<file path="config.mk">
export PLATFORM = sky130hd
export DESIGN_NAME = rsa_decryptor
export DESIGN_NICKNAME = d
export VERILOG_FILES = /design/src/rtl/rsa_decryptor.sv
export SDC_FILE = /design/constraint.sdc
export NUM_CORES = 1
export LEC_CHECK = 0
export BUFFER_PORTS_ARGS = -buffer_cell sky130_fd_sc_hd__buf_4
export CORE_ASPECT_RATIO = 0.6
export CORE_MARGIN = 1
export CORE_UTILIZATION = 40
export DETAILED_ROUTE_END_ITERATION = 10
export GPL_TIMING_DRIVEN = 0
export PLACE_DENSITY = 0.67
export SLEW_MARGIN = 20
export SYNTH_ARGS = -nofsm -noshare
export SYNTH_HDL_FRONTEND = slang
export SYNTH_SLANG_ARGS = --single-unit
</file>
<file path="constraint.sdc">
create_clock -name clk -period 12.3 [get_ports clk]
set_input_delay 0.615 -clock clk [delete_from_list [all_inputs] [get_ports clk]]
set_output_delay 0.615 -clock clk [all_outputs]
set_load 0.01 [all_outputs]
</file>
<file path="src/rtl/rsa_decryptor.sv">
// Sequential RSA decryptor: m = c^d mod N using one interleaved modular multiplier
// under a left-to-right square-and-multiply FSM. Define RSA_DEC_CONST_TIME_EN for constant-time MUL.
module rsa_decryptor #(
  parameter int DATA_W = 14,
  parameter int KEY_W  = 32
) (
  input  logic              clk,
  input  logic              rst_n,
  input  logic              in_valid,
  output logic              in_ready,
  input  logic [DATA_W-1:0] cipher,
  input  logic [KEY_W-1:0]  N,
  input  logic [KEY_W-1:0]  d,
  output logic              out_valid,
  input  logic              out_ready,
  output logic [DATA_W-1:0] plain
);

  localparam int CW = $clog2(KEY_W);

  typedef enum logic [2:0] {
    IDLE   = 3'd0,
    REDUCE = 3'd1,
    SQR    = 3'd2,
    MUL    = 3'd3,
    DONE   = 3'd4
  } state_t;

  state_t            state_r, state_s;
  logic [KEY_W-1:0]  c_r, n_r, d_r, base_r, result_r, acc_r;
  logic [KEY_W-1:0]  result_s, base_s;
  logic [CW-1:0]     mm_cnt_r, e_idx_r;
  logic [KEY_W-1:0]  mm_a_s, mm_b_s, mm_red_s;
  logic [KEY_W+1:0]  mm_sum_s, mm_sub1_s, n_ext_s;
  logic              mm_last_s, accept_s, rise_s, e_dec_s, n_small_s;
  logic              in_ready_r, out_valid_r;
  logic [DATA_W-1:0] plain_r;

  assign in_ready  = in_ready_r;
  assign out_valid = out_valid_r;
  assign plain     = plain_r;

  assign accept_s  = in_valid && in_ready_r && (state_r == IDLE);
  assign n_small_s = (N < KEY_W'(2));
  assign mm_last_s = (mm_cnt_r == CW'(0));
  assign n_ext_s   = {2'b00, n_r};

  // Multiplier operand selection per phase
  always_comb begin
    mm_a_s = result_r;
    mm_b_s = result_r;
    case (state_r)
      REDUCE: begin
        mm_a_s = KEY_W'(1);
        mm_b_s = c_r;
      end
      MUL:     mm_b_s = base_r;
      default: mm_b_s = result_r;
    endcase
  end

  // One interleaved step: acc = 2*acc + b_j*A, then at most two conditional subtractions of N
  always_comb begin
    mm_sum_s  = {1'b0, acc_r, 1'b0} + (mm_b_s[mm_cnt_r] ? {2'b00, mm_a_s} : {(KEY_W+2){1'b0}});
    mm_sub1_s = (mm_sum_s >= n_ext_s) ? (mm_sum_s - n_ext_s) : mm_sum_s;
    mm_red_s  = (mm_sub1_s >= n_ext_s) ? KEY_W'(mm_sub1_s - n_ext_s) : KEY_W'(mm_sub1_s);
  end

  // Next-state and exponent-walk decisions
  always_comb begin
    state_s  = state_r;
    result_s = result_r;
    base_s   = base_r;
    e_dec_s  = 1'b0;
    case (state_r)
      IDLE: begin
        if (accept_s) begin
          state_s  = n_small_s ? DONE : REDUCE;
          result_s = n_small_s ? {KEY_W{1'b0}} : KEY_W'(1);
        end else begin
          state_s = IDLE;
        end
      end
      REDUCE: begin
        base_s  = mm_last_s ? mm_red_s : base_r;
        state_s = mm_last_s ? SQR : REDUCE;
      end
      SQR: begin
        if (mm_last_s) begin
          result_s = mm_red_s;
`ifdef RSA_DEC_CONST_TIME_EN
          state_s = MUL;
`else
          // Zero exponent bits skip the multiply pass entirely
          if (d_r[e_idx_r]) begin
            state_s = MUL;
          end else if (e_idx_r == CW'(0)) begin
            state_s = DONE;
          end else begin
            state_s = SQR;
            e_dec_s = 1'b1;
          end
`endif
        end else begin
          state_s = SQR;
        end
      end
      MUL: begin
        if (mm_last_s) begin
          result_s = d_r[e_idx_r] ? mm_red_s : result_r;
          if (e_idx_r == CW'(0)) begin
            state_s = DONE;
          end else begin
            state_s = SQR;
            e_dec_s = 1'b1;
          end
        end else begin
          state_s = MUL;
        end
      end
      DONE:    state_s = (out_valid_r && out_ready) ? IDLE : DONE;
      default: state_s = IDLE;
    endcase
    // N<2 lands in DONE straight from IDLE, so out_valid is raised one edge later
    rise_s = (state_s == DONE) && !out_valid_r && (state_r != IDLE);
  end

  // State register
  always_ff @(posedge clk or negedge rst_n) begin
    if (!rst_n) begin
      state_r <= IDLE;
    end else begin
      state_r <= state_s;
    end
  end

  // Datapath, operand latches and multiplier iteration
  always_ff @(posedge clk or negedge rst_n) begin
    if (!rst_n) begin
      c_r      <= {KEY_W{1'b0}};
      n_r      <= {KEY_W{1'b0}};
      d_r      <= {KEY_W{1'b0}};
      base_r   <= {KEY_W{1'b0}};
      result_r <= {KEY_W{1'b0}};
      acc_r    <= {KEY_W{1'b0}};
      mm_cnt_r <= {CW{1'b0}};
      e_idx_r  <= {CW{1'b0}};
    end else begin
      result_r <= result_s;
      base_r   <= base_s;
      if (accept_s) begin
        c_r      <= KEY_W'(cipher);
        n_r      <= N;
        d_r      <= d;
        acc_r    <= {KEY_W{1'b0}};
        mm_cnt_r <= CW'(KEY_W - 1);
        e_idx_r  <= CW'(KEY_W - 1);
      end else if (state_r inside {REDUCE, SQR, MUL}) begin
        acc_r    <= mm_last_s ? {KEY_W{1'b0}} : mm_red_s;
        mm_cnt_r <= mm_last_s ? CW'(KEY_W - 1) : (mm_cnt_r - CW'(1));
        e_idx_r  <= e_dec_s ? (e_idx_r - CW'(1)) : e_idx_r;
      end
    end
  end

  // Handshake outputs
  always_ff @(posedge clk or negedge rst_n) begin
    if (!rst_n) begin
      in_ready_r  <= 1'b0;
      out_valid_r <= 1'b0;
      plain_r     <= {DATA_W{1'b0}};
    end else begin
      in_ready_r <= (state_r == IDLE) && (state_s == IDLE);
      if (rise_s) begin
        out_valid_r <= 1'b1;
        plain_r     <= result_s[DATA_W-1:0];
      end else if ((state_r == DONE) && out_valid_r && out_ready) begin
        out_valid_r <= 1'b0;
      end
    end
  end

endmodule

</file>
==> metrics.txt, run 1 <==
DR pass1 iterations 6; combinational power share 2.6%; htree depth 1; first-pass GRT wire length 74930 µm; Most used DFF post-synth dfrtp_1; share of the synthesized area in the top cell type 33.91%; die area 38260 µm²; post-synthesis xor/xnor area fraction 5.145%; detailed-placement wirelength estimate 38230 µm; VDD IR-drop max 0.1022 mV; core area 36620 µm²; Synth cell types 80; Die W 251.8 µm; vias in the first global route 13050; count leader, synth nand2_1; Internal Dissipation 1130 µW; # rows 54; I/O pin count 98; Initial DRC Count 1695; Hold-fix buffers, CTS 0; slew margin rel. 36.36%; leakage 0.008050 µW; synth top area cells dfrtp_1, nand2_1, ha_1; Initial Utilization 40.91%; failing checks hold timing; simple-gate area share of the yosys netlist 18.12%; Post-synth EDFFs 0; Max clock buf depth 3; P per Cell Area 83.77 nW/µm²; Switching Share 22.24%; Area after DPL 16400 µm²; final instance area 17350 µm²; syn nets 1930; YS warnings 0; clock slew at reported path FFs 0.06 ns; Hold Path Class in -> async; Vias/cell 5.813; final global-route overflow total 0; ANT nets after route 0; unrepaired setup endpoints after global routing false; crit path kind reg -> reg; FF+latch count, synth 203; Fill cells 3575; Ant. Diodes 0; vias 13890; worst reg2reg path endpoint plain[12]; Synth Instances 1747; Core Util, Final 47.38%; crit path time final 11.79 ns; worst path required time 12.71 ns; slowest stage delay, CP 0.50 ns; Hold WS -0.01907 ns; Critical Path AT 12.20 ns; Worst Tran Pin Value 0.9459 ns; number of buffers created by CTS 23; layout cells sized above 1 13.68%; async set or reset register ratio after synthesis 100.0%; status finished, violations left; clock sinks 203; P_sw 323.3 µW; share of the yosys chip area belonging to registers 33.91%; Buffers on Ports 97; crit path launch type flop; routed length per instance 20.16 µm; crit end category flop; # DRC 0; mux contribution to synthesized area 8.561%; placed cell count 2350; top cells by count, synth nand2_1, dfrtp_1, o21ai_0, a21oi_1, ha_1; Final Slew Violations 0; largest net degree at the start of global routing 81; GRT Overall Usage 24.94%; area delta synth->final 15.83%; top cell type by total area after synthesis dfrtp_1; Total Wirelength 48190 µm; GP Congestion 0.9466; adder-cell share of the synthesized area 8.586%; Mapped Area 14980 µm²; Clock Root Buffer clkbuf_16; Total Nets Final 2057; fin crit share 95.86%; Hold Violations, Final 15; post-synthesis compound-gate area fraction 21.37%; sequential share of power 45.9%; die height 151.9 µm; R2R Setup Slk 0.51 ns; initial antenna violation count 2; largest family of logic cells by synthesized area compound AO/OA/AOI/OAI gates; Clock Power Share 51.4%; R2R Path Start state_r[0]; final setup vio count 0; Avg Inst Size Synth 8.575 µm²; Max Cap Viol 0; CTS tree yes; R2R depth 46; Final Skew 0.02263 ns; Finished Layout Cells 2390; FMAX 0.08481 GHz; largest fanout on the critical path 10; Worst-Skew Late Latency 0.55 ns; CP max stage cell a221o_2
==> timing repair <==
action	CTS	global route
gates resized for setup	14	28
endpoints found under the setup margin	110	110
setup buffers	1	2
pin swaps	1	1
==> sequential cells by signal, indices dropped and copies added, names as in the netlist <==
| signal | flops |
|---|---|
| e_idx_r | 5 |
| n_r | 32 |
| c_r | 14 |
| acc_r | 32 |
| mm_cnt_r | 5 |
| base_r | 32 |
| result_r | 32 |
| out_valid | 1 |
| in_ready | 1 |
| plain | 14 |
| d_r | 32 |
| state_r | 3 |
==> power groups by stage <==
stage | clock network, µW | logic [µW] | registers [µW]
2_1_floorplan | 0 | 0.784 | 680
3_3_place_gp | 0 | 36.7 | 680
3_5_place_dp | 0 | 39.7 | 680
4_1_cts | 756 | 39.7 | 668
5_1_grt | 781 | 43.3 | 667
6_report | 747 | 38.5 | 668
==> logic make-up after synthesis <==
group                    count (synthesis)
AND/OR/NAND/NOR                        608
AO/OA/AOI/OAI                          502
flip-flops                             203
buffers and inverters                  151
adder cells (fa/ha/maj)                101
multiplexers                            94
XOR/XNOR                                88
==> critical path, delay by kind of cell, from the launching register on <==
family,cells,cell delay [ns]
AO/OA/AOI/OAI,21,5.34
XOR/XNOR,1,0.18
adder cells (fa/ha/maj),4,1.15
buffers and inverters,9,2.12
flip-flops,1,0.47
multiplexers,1,0.39
AND/OR/NAND/NOR,10,1.99
==> cell type report <==
| class | count | area (µm²) | area share (%) |
|---|---|---|---|
| multi-input combinational | 1393 | 9388 | 54.10 |
| timing repair buffer | 102 | 813.3 | 4.687 |
| sequential | 203 | 5080 | 29.28 |
| clock buffer | 28 | 624.3 | 3.598 |
| buffer | 83 | 401.6 | 2.315 |
| inverter | 68 | 255.2 | 1.471 |
| tap | 504 | 630.6 | 3.634 |
| clock inverter | 9 | 158.9 | 0.9158 |
==> worst max-delay path by stage <==
| stage | endpoint | startpoint | slack, ns |
|---|---|---|---|
| after floorplan | base_r[25] | state_r[2] | 2.60 |
| after global placement | plain[12] | state_r[0] | -1.39 |
| after detailed placement | acc_r[5] | state_r[0] | -1.61 |
| after CTS | acc_r[5] | state_r[2] | 0.04 |
| after global routing | result_r[12] | state_r[0] | 0.04 |
| final | plain[12] | state_r[0] | 0.51 |
==> cell usage in the layout, fill, tap and decap left out, types with 11 or more instances in the layout <==
cell type    n
ha_1        98
nor3_1      20
o21bai_1    18
mux2_2      27
nand4_1     14
a31oi_1     12
mux2i_1     32
nand2_1    338
xnor2_1     62
dfrtp_1    203
a21oi_1    102
a21o_1      46
o31ai_1     11
clkbuf_16   23
and3_1      12
mux4_2      16
and2_1      55
nor4_1      13
a22oi_1     14
a211oi_1    15
buf_4      100
o21a_1      12
nand3_1     43
xor2_1      26
nor2_1      74
clkbuf_1    61
inv_1       68
o21ai_0    174
==> routing by layer <==
layer	wire length [µm]	share of wire, %	GRT usage [%]	vias up
met5	0	0	0	-
met4	814	1.7	4.271	0
met3	4741	9.8	5.003	57
met2	18710	39	33.49	586
met1	23930	50	40.54	6769
li1	-	-	-	6481
==> through the flow <==
stage / hold WS [ns] / power [µW] / setup TNS, ns / worst slack [ns]
after floorplan: 0.3194 / 681.0 / 0 / 2.596
after global placement: 0.4543 / 716.7 / -126.22 / -1.387
after detailed placement: 0.4580 / 719.8 / -148.78 / -1.614
after CTS: 0.004195 / 1464 / 0 / 0.03547
after global routing: 0.01461 / 1492 / 0 / 0.04313
final: -0.01907 / 1454 / 0 / 0.5092
(Power assumes the default switching activity.)
==> run 2, diff against run 1 <==
Settings changed: PLACE_DENSITY 0.67 to 0.57.
==> metrics.txt, run 2 (synthesis gave the netlist of run 1 again) <==
status complete, no violations; Hold Violations, Final 0 (-15); largest fanout on the critical path 10 (unchanged); commonest non-fill, non-tap cell in the layout nand2_1; # rows 54 (unchanged); R2R depth 47 (+2.2%); Worst-Skew Late Latency 0.53 ns (-0.02 ns); fin crit share 96.39% (+0.53 points); initial antenna violation count 0 (-2); Worst Tran Pin Value 0.9725 ns (+0.02657 ns); crit path kind reg -> reg; die area 38260 µm² (unchanged); core area 36620 µm² (unchanged); die height 151.9 µm (unchanged); GRT Overall Usage 25.61% (+0.67 points); crit end category flop; leakage 0.008016 µW (-0.42%); FMAX 0.08435 GHz (-0.55%); final setup vio count 0 (unchanged); Hold WS 0.05737 ns (+0.07645 ns); slew margin rel. 34.78% (-1.6 points); R2R Path Start state_r[0]; Critical Path AT 12.25 ns (+0.05 ns); most frequent cells in the layout nand2_1, dfrtp_1, o21ai_0; Clock Root Buffer clkbuf_16; Max clock buf depth 3 (unchanged); first-pass GRT wire length 76310 µm (+1.8%); Final Slew Violations 0 (unchanged); # DRC 0 (unchanged); met1 usage 42.76% (+2.2 points); placed cell count 2350 (unchanged); layout cells sized above 1 13.73% (+0.053 points); DR pass1 iterations 6 (unchanged); Die W 251.8 µm (unchanged); P per Cell Area 80.54 nW/µm² (-3.9%); Initial DRC Count 1617 (-4.6%); Vias/cell 5.687 (-2.2%); Area after DPL 16400 µm² (unchanged); final global-route overflow total 0 (unchanged); htree depth 1 (unchanged); I/O pin count 98 (unchanged); Finished Layout Cells 2390 (unchanged); Total Nets Final 2055 (-0.097%); CTS tree yes; largest net degree at the start of global routing 79 (-2.5%); Max Cap Viol 0 (unchanged); busiest metal layer after global routing met1; Ant. Diodes 0 (unchanged); CP max stage cell dfrtp_1; worst path required time 12.69 ns (-0.02 ns); crit path time final 11.86 ns (+0.06479 ns); Critical path origin state_r[0]; VDD IR-drop max 0.07700 mV (-25%); detailed-placement wirelength estimate 39490 µm (+3.3%); Final Total Pwr 1393 µW (-4.2%); slowest stage delay, CP 0.47 ns (-0.03 ns); vias in the first global route 12790 (-2.0%); Buffers on Ports 97 (unchanged); Total Wirelength 49520 µm (+2.8%); Final Skew 0.01719 ns (-0.005445 ns); area delta synth->final 15.44%; Initial Utilization 40.91% (unchanged); clock sinks 203 (unchanged); final instance area 17290 µm² (-0.33%); ANT nets after route 0 (unchanged); GP Congestion 0.9705 (+2.5%); Global Route met3 Usage 5.414% (+0.41 points); worst reg2reg path endpoint result_r[11]; routed length per instance 20.72 µm (+2.8%); clock slew at reported path FFs 0.07 ns (about the same); crit path launch type flop; Hold Path Class in -> async; number of buffers created by CTS 22 (-4.3%); Core Util, Final 47.23% (-0.16 points); Worst Setup EP result_r[11]; vias 13590 (-2.2%); most frequent CP cell clkbuf_2; met2 GRT Util 32.75% (-0.74 points); R2R Setup Slk 0.44 ns (-0.06 ns)
## run 2: cell count changes in the layout (fill, tap and decap cells not counted), sizes merged
cell      before  now
clkbuf        96   97
inv           71   69
clkinvlp       1    2
clkinv         1    3
bufinv         4    2
## run 2: per-stage QoR
stage               worst slack, ns  setup TNS, ns
floorplan                     2.596              0
finish                       0.4445              0
global placement             -1.744        -167.65
detailed placement           -1.832        -178.70
global route              -0.008094      -0.008094
CTS                         0.05941              0
## run 2: final cells by class
type	count	area [µm²]
clock inverter	8	101.3
sequential	203	5080
tap	504	630.6
multi-input combinational	1393	9398
timing repair buffer	103	820.8
clock buffer	30	611.8
inverter	68	255.2
buffer	81	396.6
fill	3644	19330
## run 2: repair_timing
item                                    4_1_cts  5_1_grt
pin swaps                                     1        2
resized for setup                            18       25
endpoints found under the setup margin      110      110
hold endpoints to repair                      0        0
buffers inserted                              1        3
hold buffers                                  0        0
## run 2: critical path, delay by kind of cell (launching register included)
| family | cells | cell delay, ns |
|---|---|---|
| simple gates | 11 | 1.96 |
| buf+inv | 10 | 2.02 |
| flops | 1 | 0.47 |
| mux | 1 | 0.37 |
| compound gates | 19 | 5.04 |
| fa+ha+maj | 5 | 1.55 |
| xor+xnor | 1 | 0.26 |
## run 2: report_power, final
group          switching, µW  leakage [µW]  total [µW]  internal, µW
combinational           19.9       0.00544        38.6          18.8
clock                    295      0.000344         687           392
sequential                 0       0.00223         668           667
## run 2: how the worst min path moves through the flow
stage / endpoint / slack (ns) / start
floorplan: acc_r[0] / 0.32 / rst_n
global placement: d_r[12] / 0.45 / d_r[12]
detailed placement: d_r[30] / 0.46 / d_r[30]
CTS: d_r[7] / 0.07 / rst_n
global route: d_r[7] / 0.10 / rst_n
finish: d_r[3] / 0.06 / rst_n
## run 2: metal layers
layer / vias to the layer above / part of all wire (%)
met3: 34 / 8.1
met4: 2 / 1.4
met5: - / 0.19
li1: 6486 / -
met1: 6629 / 53
met2: 442 / 38
